$ cat config.mk
export PLATFORM = sky130hd
export DESIGN_NAME = serial_adder_ctrl_flat
export DESIGN_NICKNAME = d
export VERILOG_FILES = /design/src/rtl/serial_adder_ctrl_if.sv /design/src/rtl/serial_adder_ctrl.sv /design/src/flat_wrapper.sv
export SDC_FILE = /design/constraint.sdc
export NUM_CORES = 1
export LEC_CHECK = 0
export CORE_MARGIN = 3
export CORE_UTILIZATION = 46
export CTS_CLUSTER_SIZE = 12
export DETAILED_ROUTE_END_ITERATION = 8
export PLACE_DENSITY = 0.72
export RECOVER_POWER = 100
export SETUP_SLACK_MARGIN = 0.2
export SLEW_MARGIN = 20
export SYNTH_ARGS = -nofsm -noshare
export SYNTH_HDL_FRONTEND = slang
export SYNTH_SLANG_ARGS = --single-unit
$ cat constraint.sdc
create_clock -name clk -period 1.4 [get_ports clk]
set_input_delay 0.28 -clock clk [delete_from_list [all_inputs] [get_ports clk]]
set_output_delay 0.28 -clock clk [all_outputs]
set_load 0.01 [all_outputs]
$ cat src/rtl/serial_adder_ctrl_if.sv
// ---------------------------------------------------------------------------
// serial_adder_ctrl_if
//   Request/result bundle between a requesting control unit (master) and the
//   bit-serial add/subtract sequencer (slave).
//
//   start  master->slave  request, honoured only while the sequencer is idle
//   sub    master->slave  0 = a+b+cin, 1 = a-b
//   a, b   master->slave  WIDTH-bit operands, captured together with start
//   cin    master->slave  carry-in for add (ignored for subtract)
//   busy   slave->master  high while an operation is in progress or completing
//   done   slave->master  one-cycle pulse, results valid from this cycle
//   sum    slave->master  WIDTH-bit result
//   cout   slave->master  carry-out (add) / no-borrow (subtract)
//   ovf    slave->master  signed overflow
// ---------------------------------------------------------------------------
interface serial_adder_ctrl_if #(
  parameter int WIDTH = 8
);
  logic             start;
  logic             sub;
  logic [WIDTH-1:0] a;
  logic [WIDTH-1:0] b;
  logic             cin;
  logic             busy;
  logic             done;
  logic [WIDTH-1:0] sum;
  logic             cout;
  logic             ovf;

  modport master (
    output start, sub, a, b, cin,
    input  busy, done, sum, cout, ovf
  );

  modport slave (
    input  start, sub, a, b, cin,
    output busy, done, sum, cout, ovf
  );
endinterface

$ cat src/rtl/serial_adder_ctrl.sv
// ---------------------------------------------------------------------------
// serial_adder_ctrl
//   Bit-serial add/subtract sequencer around a single 1-bit full-adder cell.
//   On start (in IDLE) it captures both operands, then steps the cell once per
//   clock, LSB first, with a registered carry. After WIDTH steps it publishes
//   sum, carry-out and signed overflow together with a one-cycle done pulse.
//   Subtraction is performed as a + ~b + 1.
//
//   clk    in   1       rising-edge clock
//   rst_n  in   1       synchronous reset, active-low; aborts any operation
//   bus    slave        request/result bundle (see serial_adder_ctrl_if)
// ---------------------------------------------------------------------------
module serial_adder_ctrl #(
  parameter int WIDTH = 8
) (
  input  logic               clk,
  input  logic               rst_n,
  serial_adder_ctrl_if.slave bus
);

  localparam int CNT_W = (WIDTH > 2) ? $clog2(WIDTH) : 1;
  localparam logic [CNT_W-1:0] LAST_BIT = CNT_W'(WIDTH - 1);
  localparam logic [CNT_W-1:0] MSB_CIN  = CNT_W'(WIDTH - 2);

  typedef enum logic [1:0] {
    S_IDLE  = 2'd0,
    S_SHIFT = 2'd1,
    S_DONE  = 2'd2
  } state_t;

  state_t           r_state;
  logic [CNT_W-1:0] r_cnt;
  logic [WIDTH-1:0] r_a_sr;
  logic [WIDTH-1:0] r_b_sr;
  logic [WIDTH-1:0] r_r_sr;
  logic             r_carry;
  logic             r_c_msb_in;
  logic             r_busy;
  logic             r_done;
  logic [WIDTH-1:0] r_sum;
  logic             r_cout;
  logic             r_ovf;

  logic             w_cell_s;
  logic             w_cell_c;
  logic [WIDTH-1:0] w_r_next;

  // The shared 1-bit full-adder cell.
  assign w_cell_s = r_a_sr[0] ^ r_b_sr[0] ^ r_carry;
  assign w_cell_c = (r_a_sr[0] & r_b_sr[0]) |
                    (r_a_sr[0] & r_carry)   |
                    (r_b_sr[0] & r_carry);

  // Result bits enter from the MSB side so that after WIDTH steps the LSB
  // computed first has reached bit 0.
  assign w_r_next = {w_cell_s, r_r_sr[WIDTH-1:1]};

  always_ff @(posedge clk) begin
    if (!rst_n) begin
      r_state    <= S_IDLE;
      r_cnt      <= '0;
      r_a_sr     <= '0;
      r_b_sr     <= '0;
      r_r_sr     <= '0;
      r_carry    <= 1'b0;
      r_c_msb_in <= 1'b0;
      r_busy     <= 1'b0;
      r_done     <= 1'b0;
      r_sum      <= '0;
      r_cout     <= 1'b0;
      r_ovf      <= 1'b0;
    end else begin
      r_done <= 1'b0;
      case (r_state)
        S_IDLE: begin
          if (bus.start) begin
            r_a_sr  <= bus.a;
            r_b_sr  <= bus.sub ? ~bus.b : bus.b;
            // Subtract needs the +1 of two's complement as the initial carry.
            r_carry <= bus.sub | bus.cin;
            r_cnt   <= '0;
            r_busy  <= 1'b1;
            r_state <= S_SHIFT;
          end
        end

        S_SHIFT: begin
          r_a_sr  <= r_a_sr >> 1;
          r_b_sr  <= r_b_sr >> 1;
          r_r_sr  <= w_r_next;
          r_carry <= w_cell_c;
          r_cnt   <= r_cnt + 1'b1;
          // Carry produced by bit WIDTH-2 is the carry into the MSB.
          if (r_cnt == MSB_CIN) begin
            r_c_msb_in <= w_cell_c;
          end
          if (r_cnt == LAST_BIT) begin
            r_sum   <= w_r_next;
            r_cout  <= w_cell_c;
            r_ovf   <= r_c_msb_in ^ w_cell_c;
            r_done  <= 1'b1;
            r_state <= S_DONE;
          end
        end

        S_DONE: begin
          r_busy  <= 1'b0;
          r_state <= S_IDLE;
        end

        default: begin
          r_busy  <= 1'b0;
          r_state <= S_IDLE;
        end
      endcase
    end
  end

  assign bus.busy = r_busy;
  assign bus.done = r_done;
  assign bus.sum  = r_sum;
  assign bus.cout = r_cout;
  assign bus.ovf  = r_ovf;

endmodule

$ cat src/flat_wrapper.sv
// flat-port wrapper written by rule: the top's interface ports become plain ports
module serial_adder_ctrl_flat 
#(
  parameter int WIDTH = 8
)
  (clk, rst_n, bus_start, bus_sub, bus_a, bus_b, bus_cin, bus_busy, bus_done, bus_sum, bus_cout, bus_ovf);
  serial_adder_ctrl_if #(.WIDTH(WIDTH)) bus_i ();
  input  logic clk;
  input  logic rst_n;
  input wire logic [$bits(bus_i.start)-1:0] bus_start;
  input wire logic [$bits(bus_i.sub)-1:0] bus_sub;
  input wire logic [$bits(bus_i.a)-1:0] bus_a;
  input wire logic [$bits(bus_i.b)-1:0] bus_b;
  input wire logic [$bits(bus_i.cin)-1:0] bus_cin;
  output wire logic [$bits(bus_i.busy)-1:0] bus_busy;
  output wire logic [$bits(bus_i.done)-1:0] bus_done;
  output wire logic [$bits(bus_i.sum)-1:0] bus_sum;
  output wire logic [$bits(bus_i.cout)-1:0] bus_cout;
  output wire logic [$bits(bus_i.ovf)-1:0] bus_ovf;
  assign bus_i.start = bus_start;
  assign bus_i.sub = bus_sub;
  assign bus_i.a = bus_a;
  assign bus_i.b = bus_b;
  assign bus_i.cin = bus_cin;
  assign bus_busy = bus_i.busy;
  assign bus_done = bus_i.done;
  assign bus_sum = bus_i.sum;
  assign bus_cout = bus_i.cout;
  assign bus_ovf = bus_i.ovf;
  serial_adder_ctrl #(.WIDTH(WIDTH)) u_core (.clk(clk), .rst_n(rst_n), .bus(bus_i));
endmodule
After elaboration in Yosys (flattened, before gate mapping)
Index checks and enable logic that the tools add are counted.
{ "word_totals": {"reg_bits": 43, "inputBits": 21, "out_inout_bits": 12, "word_cells": 52} }
{ "classes": {"add_sub_neg": 1, "eq_ne": 5, "muxes": 15, "n_bitwise": 11, "n_reduce_logical": 8} }
{ "op_table": {"columns": ["cell", "count"], "rows": [
  ["case mux 8 bit (2 select lines)", 2],
  ["2-to-1 mux 8 bit", 3],
  ["AND reduction 2 bit", 6],
  ["NOT 8 bit", 1],
  ["equality test 3 bit (second input constant)", 2],
  ["case mux 3 bit (2 select lines)", 1],
  ["2-to-1 mux 2 bit", 2],
  ["case mux 1 bit (2 select lines)", 2],
  ["case mux 2 bit (2 select lines)", 1],
  ["adder 3 x 1 -> 3 bit (second input constant)", 1],
  ["AND 1 bit", 3],
  ["2-to-1 mux 1 bit", 3],
  ["2-to-1 mux 3 bit", 1],
  ["OR 1 bit", 3],
  ["bitwise XOR 1 bit", 3],
  ["equality test 2 x 1 -> 1 bit (second input constant)", 1],
  ["logical NOT 2 bit", 1],
  ["inequality test 2 x 1 -> 1 bit (second input constant)", 1],
  ["inequality test 2 bit (second input constant)", 1],
  ["nonzero test 2 bit", 1],
  ["NOT 1 bit", 1]
]} }

Logic depth before layout (Yosys ltp)
Gate-level depths: netlist of run 1.
{ "logic_depth": {"ltp_word": 4, "ltp_mapped": 6, "mapped_depth_nobuf": 5} }

Worst setup path before layout of run 1
OpenSTA, ideal clock, no wires.
{ "synth_path": {"path_type": "reg-to-reg", "startpoint": "reg u_core.r_cnt[0]", "endpoint": "reg u_core.r_ovf, in the netlist u_core.bus.ovf", "setup_time_ns": 0.116, "t_arrival_ns": 1.217, "required_time_ns": 1.284, "path_slack_ns": 0.067, "stages_incl_launch_ff": 6, "n_path_buf": 1, "period_less_slack_ns": 1.333, "cell_sequence": "dfxtp_1 -> ha_1 -> ha_1 -> and3b_1 -> buf_4 -> o211a_1"} }
{ "synth_between": {"elab_chain_cells": 2} }
{ "synth_rtl": {"columns": ["element", "line", "text"], "rows": [
  ["start, declared", "serial_adder_ctrl.sv:32", "logic [CNT_W-1:0] r_cnt;"],
  ["start signal, assigned", "serial_adder_ctrl.sv:92", "r_cnt <= r_cnt + 1'b1;"],
  ["equality test 3 bit", "serial_adder_ctrl.sv:97", "if (r_cnt == LAST_BIT) begin"],
  ["AND reduction 2 bit (no source line)", null, null],
  ["end signal, assigned", "serial_adder_ctrl.sv:100", "r_ovf <= r_c_msb_in ^ w_cell_c;"],
  ["end, declared", "serial_adder_ctrl.sv:42", "logic r_ovf;"]
]} }
Every way passes these cells.
A chain may end at the register's enable or synchronous reset.

Worst setup path after layout of run 1
{ "layout_path": {"startpoint": "reg u_core.r_a_sr[0]", "endpoint": "reg u_core.r_ovf, in the netlist u_core.bus.ovf"} }
{ "layout_between": {"elab_chain_cells": 4, "word_cells_on_any_way": 5, "classes_between": "bitwise (5)"} }
{ "layout_rtl": {"columns": ["element", "line", "text"], "rows": [
  ["start, declared", "serial_adder_ctrl.sv:33", "logic [WIDTH-1:0] r_a_sr;"],
  ["start signal, assigned", "serial_adder_ctrl.sv:77", "r_a_sr <= bus.a;"],
  ["start signal, assigned", "serial_adder_ctrl.sv:88", "r_a_sr <= r_a_sr >> 1;"],
  ["AND 1 bit (on tied branches)", "serial_adder_ctrl.sv:50, serial_adder_ctrl.sv:51", null],
  ["OR 1 bit (*)", "serial_adder_ctrl.sv:50", "assign w_cell_c = (r_a_sr[0] & r_b_sr[0]) |"],
  ["OR 1 bit (*)", "serial_adder_ctrl.sv:51", "(r_a_sr[0] & r_carry) |"],
  ["named net u_core.w_cell_c", "serial_adder_ctrl.sv:45", "logic w_cell_c;"],
  ["bitwise XOR 1 bit (*)", "serial_adder_ctrl.sv:100", null]
]} }
The timed path passes the listed nets; every way through them passes the cells marked *.

==> results.cfg, run 1 <==
[outcome]
outcome = complete, no violations

[yosys]
yosysSeqAreaShare = 0.451
synth_nets = 229
ys_seq_elements = 42
avgSynthCellArea_sq_um = 9.13
yosysWarningCount = 0
synthXorXnorAreaFrac = 0.0423
muxShareOfSynthArea = 0.00537
yosys.area_share.simple = 0.208
syn_inst = 204
synth-adder-area-share = 0.0309
synth_top_area_share = 0.451
synth.largest_area_cell = dfxtp_1
ys_types = 33
synth_area_sq_um = 1860
synth_top_family_by_area = compound AO/OA/AOI/OAI gates
synth.top_cells.by_area = dfxtp_1 (45%), nand2_1 (8.5%), o221ai_1 (6.6%)
synth_compound_area_frac = 0.216

[power]
clkPwrFrac = 0.370
internal-power_mw = 1.96
p_sw_mw = 0.615
power_density_nw_per_um2 = 1040
p_leak_nw = 0.912
seqPwrFrac = 0.501
vdd_drop_max_uv = 705
switching_share = 0.239
combPwrFrac = 0.129

[grt]
grt_pass1_vias = 1459
globalRouteTotalUtil = 0.167
grt.overflow.total = 0
grt_max_degree = 32
antenna_found_initial = 0
grt_pass1_wl_mm = 6.56

[clock_network]
clock_sinks = 42
holdBufCountCts = 0
clk_latency_ns = 0.30
cts_tree = done
htreeDepth = 2
clk_path_buf_depth = 2
cts-root-buf = clkbuf_8
clkTransAtPathRegs_ns = 0.08
numCtsBuffers = 5

[timing]
fin_worst_skew_ns = 0.00720
hold_ws_ns = 0.452
slew_headroom = 0.789
fin_crit_sh = 0.913
setup_viol = 0
report.final.slew_viol_count = 0
fmax_mhz = 783
finalHoldViolations = 0
tightestPinTransition_ns = 0.316
rsz0062_at_grt = true
min_period_ns = 1.28

[floorplanning]
design.core.area_sq_um = 3770
io_pins = 33
die_h_microns = 69.6
num_rows = 22
start_util = 0.494
die-area_sq_um = 4850
die_w_microns = 69.6

[setup_path]
cp_max_fo = 4
crit_arrival_ns = 1.48
startpoint = u_core.r_a_sr[0]
end_kind = register
start_kind = register
cp.required_ns = 1.60
r2r_start = u_core.r_a_sr[0]
critical_path_class = reg2reg

[hold_path]
worstHoldStart = u_core.r_r_sr[1]
hold_class = reg2reg

[final_layout]
drive_gt1_frac = 0.167
layout.nets = 276
syn_to_final_growth_pct = 33.4
antenna_cells = 0
stdcell_count = 300
num-fill-cells = 319

[placed_design]
gp_congestion = 0.758
dp.cells = 288
port_buffers = 32
place_hpwl_mm = 2.54

[routing]
routed_wl_mm = 3.78
drtAntennaViolNets = 0
vias = 1584
drtPass1Iterations = 4
route.detailed.drc = 0
vias_per_cell = 5.28
drt_iter0_drc = 68
avgRoutedWirePerCell_microns = 12.6

[job]
maxCapViolations = 0
[timing repair]
item / 4_1_cts / 5_1_grt
setup buffers: 3 / 0
resized for setup: 24 / 29
pin swaps: 1 / 4
endpoints found under the setup margin: 52 / 38
gates cloned: 1 / 0
[state kept, by name, summed over array words and instances (netlist names)]
name	flops
u_core.r_state	2
u_core.bus.busy	1
u_core.bus.ovf	1
u_core.r_b_sr	8
u_core.r_a_sr	8
u_core.r_c_msb_in	1
u_core.r_r_sr	7
u_core.bus.cout	1
u_core.r_carry	1
u_core.bus.sum	8
u_core.bus.done	1
u_core.r_cnt	3
[cell type report]
cell class	instances	area [sq um]	share of cell area
inverters	4	15.0	0.00604
clock inverters	2	37.5	0.0151
clock buffers	6	72.6	0.0292
well taps	48	60.1	0.0242
multi-input cells	146	997	0.401
flip-flops and latches	42	850	0.342
repair buffers	52	453	0.182
[power groups by stage]
| stage | Combinational (mW) | Sequential [mW] | Clock [mW] |
|---|---|---|---|
| after floorplan | 0.195 | 1.30 | 0 |
| after global placement | 0.320 | 1.32 | 0 |
| after detailed placement | 0.323 | 1.32 | 0 |
| after CTS | 0.328 | 1.29 | 0.976 |
| after global routing | 0.368 | 1.30 | 1.03 |
| final | 0.333 | 1.29 | 0.954 |
[per-stage QoR]
stage	util	power (mW)	setup slack [ns]	TNS (ns)	area [sq um]
after global routing	0.659	2.69	0.0465	0	2480
after CTS	0.659	2.59	0.183	0	2480
after global placement	0.620	1.64	-0.176	-2.37	2340
after floorplan	-	1.50	0.129	0	1890
final	0.659	2.58	0.122	0	2480
after detailed placement	0.620	1.64	-0.208	-2.73	2340
[cells in the mapped netlist]
cell       instances
xnor2_1            3
nand2_1           42
dfxtp_1           42
o221ai_1          14
a21boi_0          15
nor2b_1            6
a21oi_1            8
mux2i_1            1
o211a_1            1
nand4_1            1
fa_1               1
o21ai_1            3
and3b_1            1
nand2b_1           2
and2_1             3
nor2_1             2
o21ai_0            7
xor2_1             6
or3b_1             7
nand3b_2           1
clkbuf_1           4
ha_1               3
a2bb2oi_1          1
buf_4              5
nor3b_4            1
nand3_1            8
o21bai_2           1
buf_2              4
a21boi_1           2
nor2_2             1
inv_1              4
o2bb2ai_1          1
a22oi_1            3
[worst max-delay path, cell delays in order (launching register included)]
cell	delay [ns]
dfxtp_2	0.35
fa_1	0.51
xnor2_2	0.15
nand2_1	0.06
o211a_1	0.11
[worst paths after layout]
check,to,slack [ns],cells after the start
worst max-delay path,u_core.bus.ovf,0.12,4
worst min-delay path,u_core.bus.sum[0],0.45,2
worst max register to register,u_core.bus.ovf,0.12,4
worst min register to register,u_core.bus.sum[0],0.45,2
[per-layer routing]
metal,share of wire,vias up,track usage,wire [microns]
li1,-,809,-,-
met1,0.46,728,0.211,1730
met2,0.46,40,0.264,1750
met3,0.059,7,0.0391,224
met4,0.020,0,0.0851,74
met5,0,-,0,0
[kinds of logic (layout without fill, tap and decap cells)]
logic type               after synthesis  after routing
flip-flops                            42             42
AO/OA/AOI/OAI                         56             56
multiplexers                           1              1
AND/OR/NAND/NOR                       75             76
XOR/XNOR                               9              9
adder cells (fa/ha/maj)                4              4
buffers and inverters                 17             64
[cells in the final DEF (no fill, tap or decap), types with 2 or more instances in the layout]
master / n
a21boi_0: 12
a21boi_1: 4
a21oi_1: 8
a22oi_2: 2
and2_1: 3
buf_4: 14
buf_6: 3
clkbuf_1: 7
clkbuf_8: 5
clkdlybuf4s25_1: 6
clkdlybuf4s50_1: 19
dfxtp_1: 37
dfxtp_2: 4
dlygate4sd2_1: 2
ha_4: 2
inv_1: 4
nand2_1: 42
nand2b_1: 2
nand3_1: 8
nor2_1: 2
nor2b_1: 6
o21ai_0: 8
o21ai_1: 2
o221ai_1: 13
or3b_1: 7
xnor2_1: 2
xor2_1: 6
Note: power is estimated with default switching activity, not from simulation.
==> run 2, diff against run 1 <==
Settings changed: ABC_AREA set to 0, CTS_CLUSTER_DIAMETER set to 40.
==> results of run 2 <==
Final layout, timing and power as in run 1 (identical DEF).
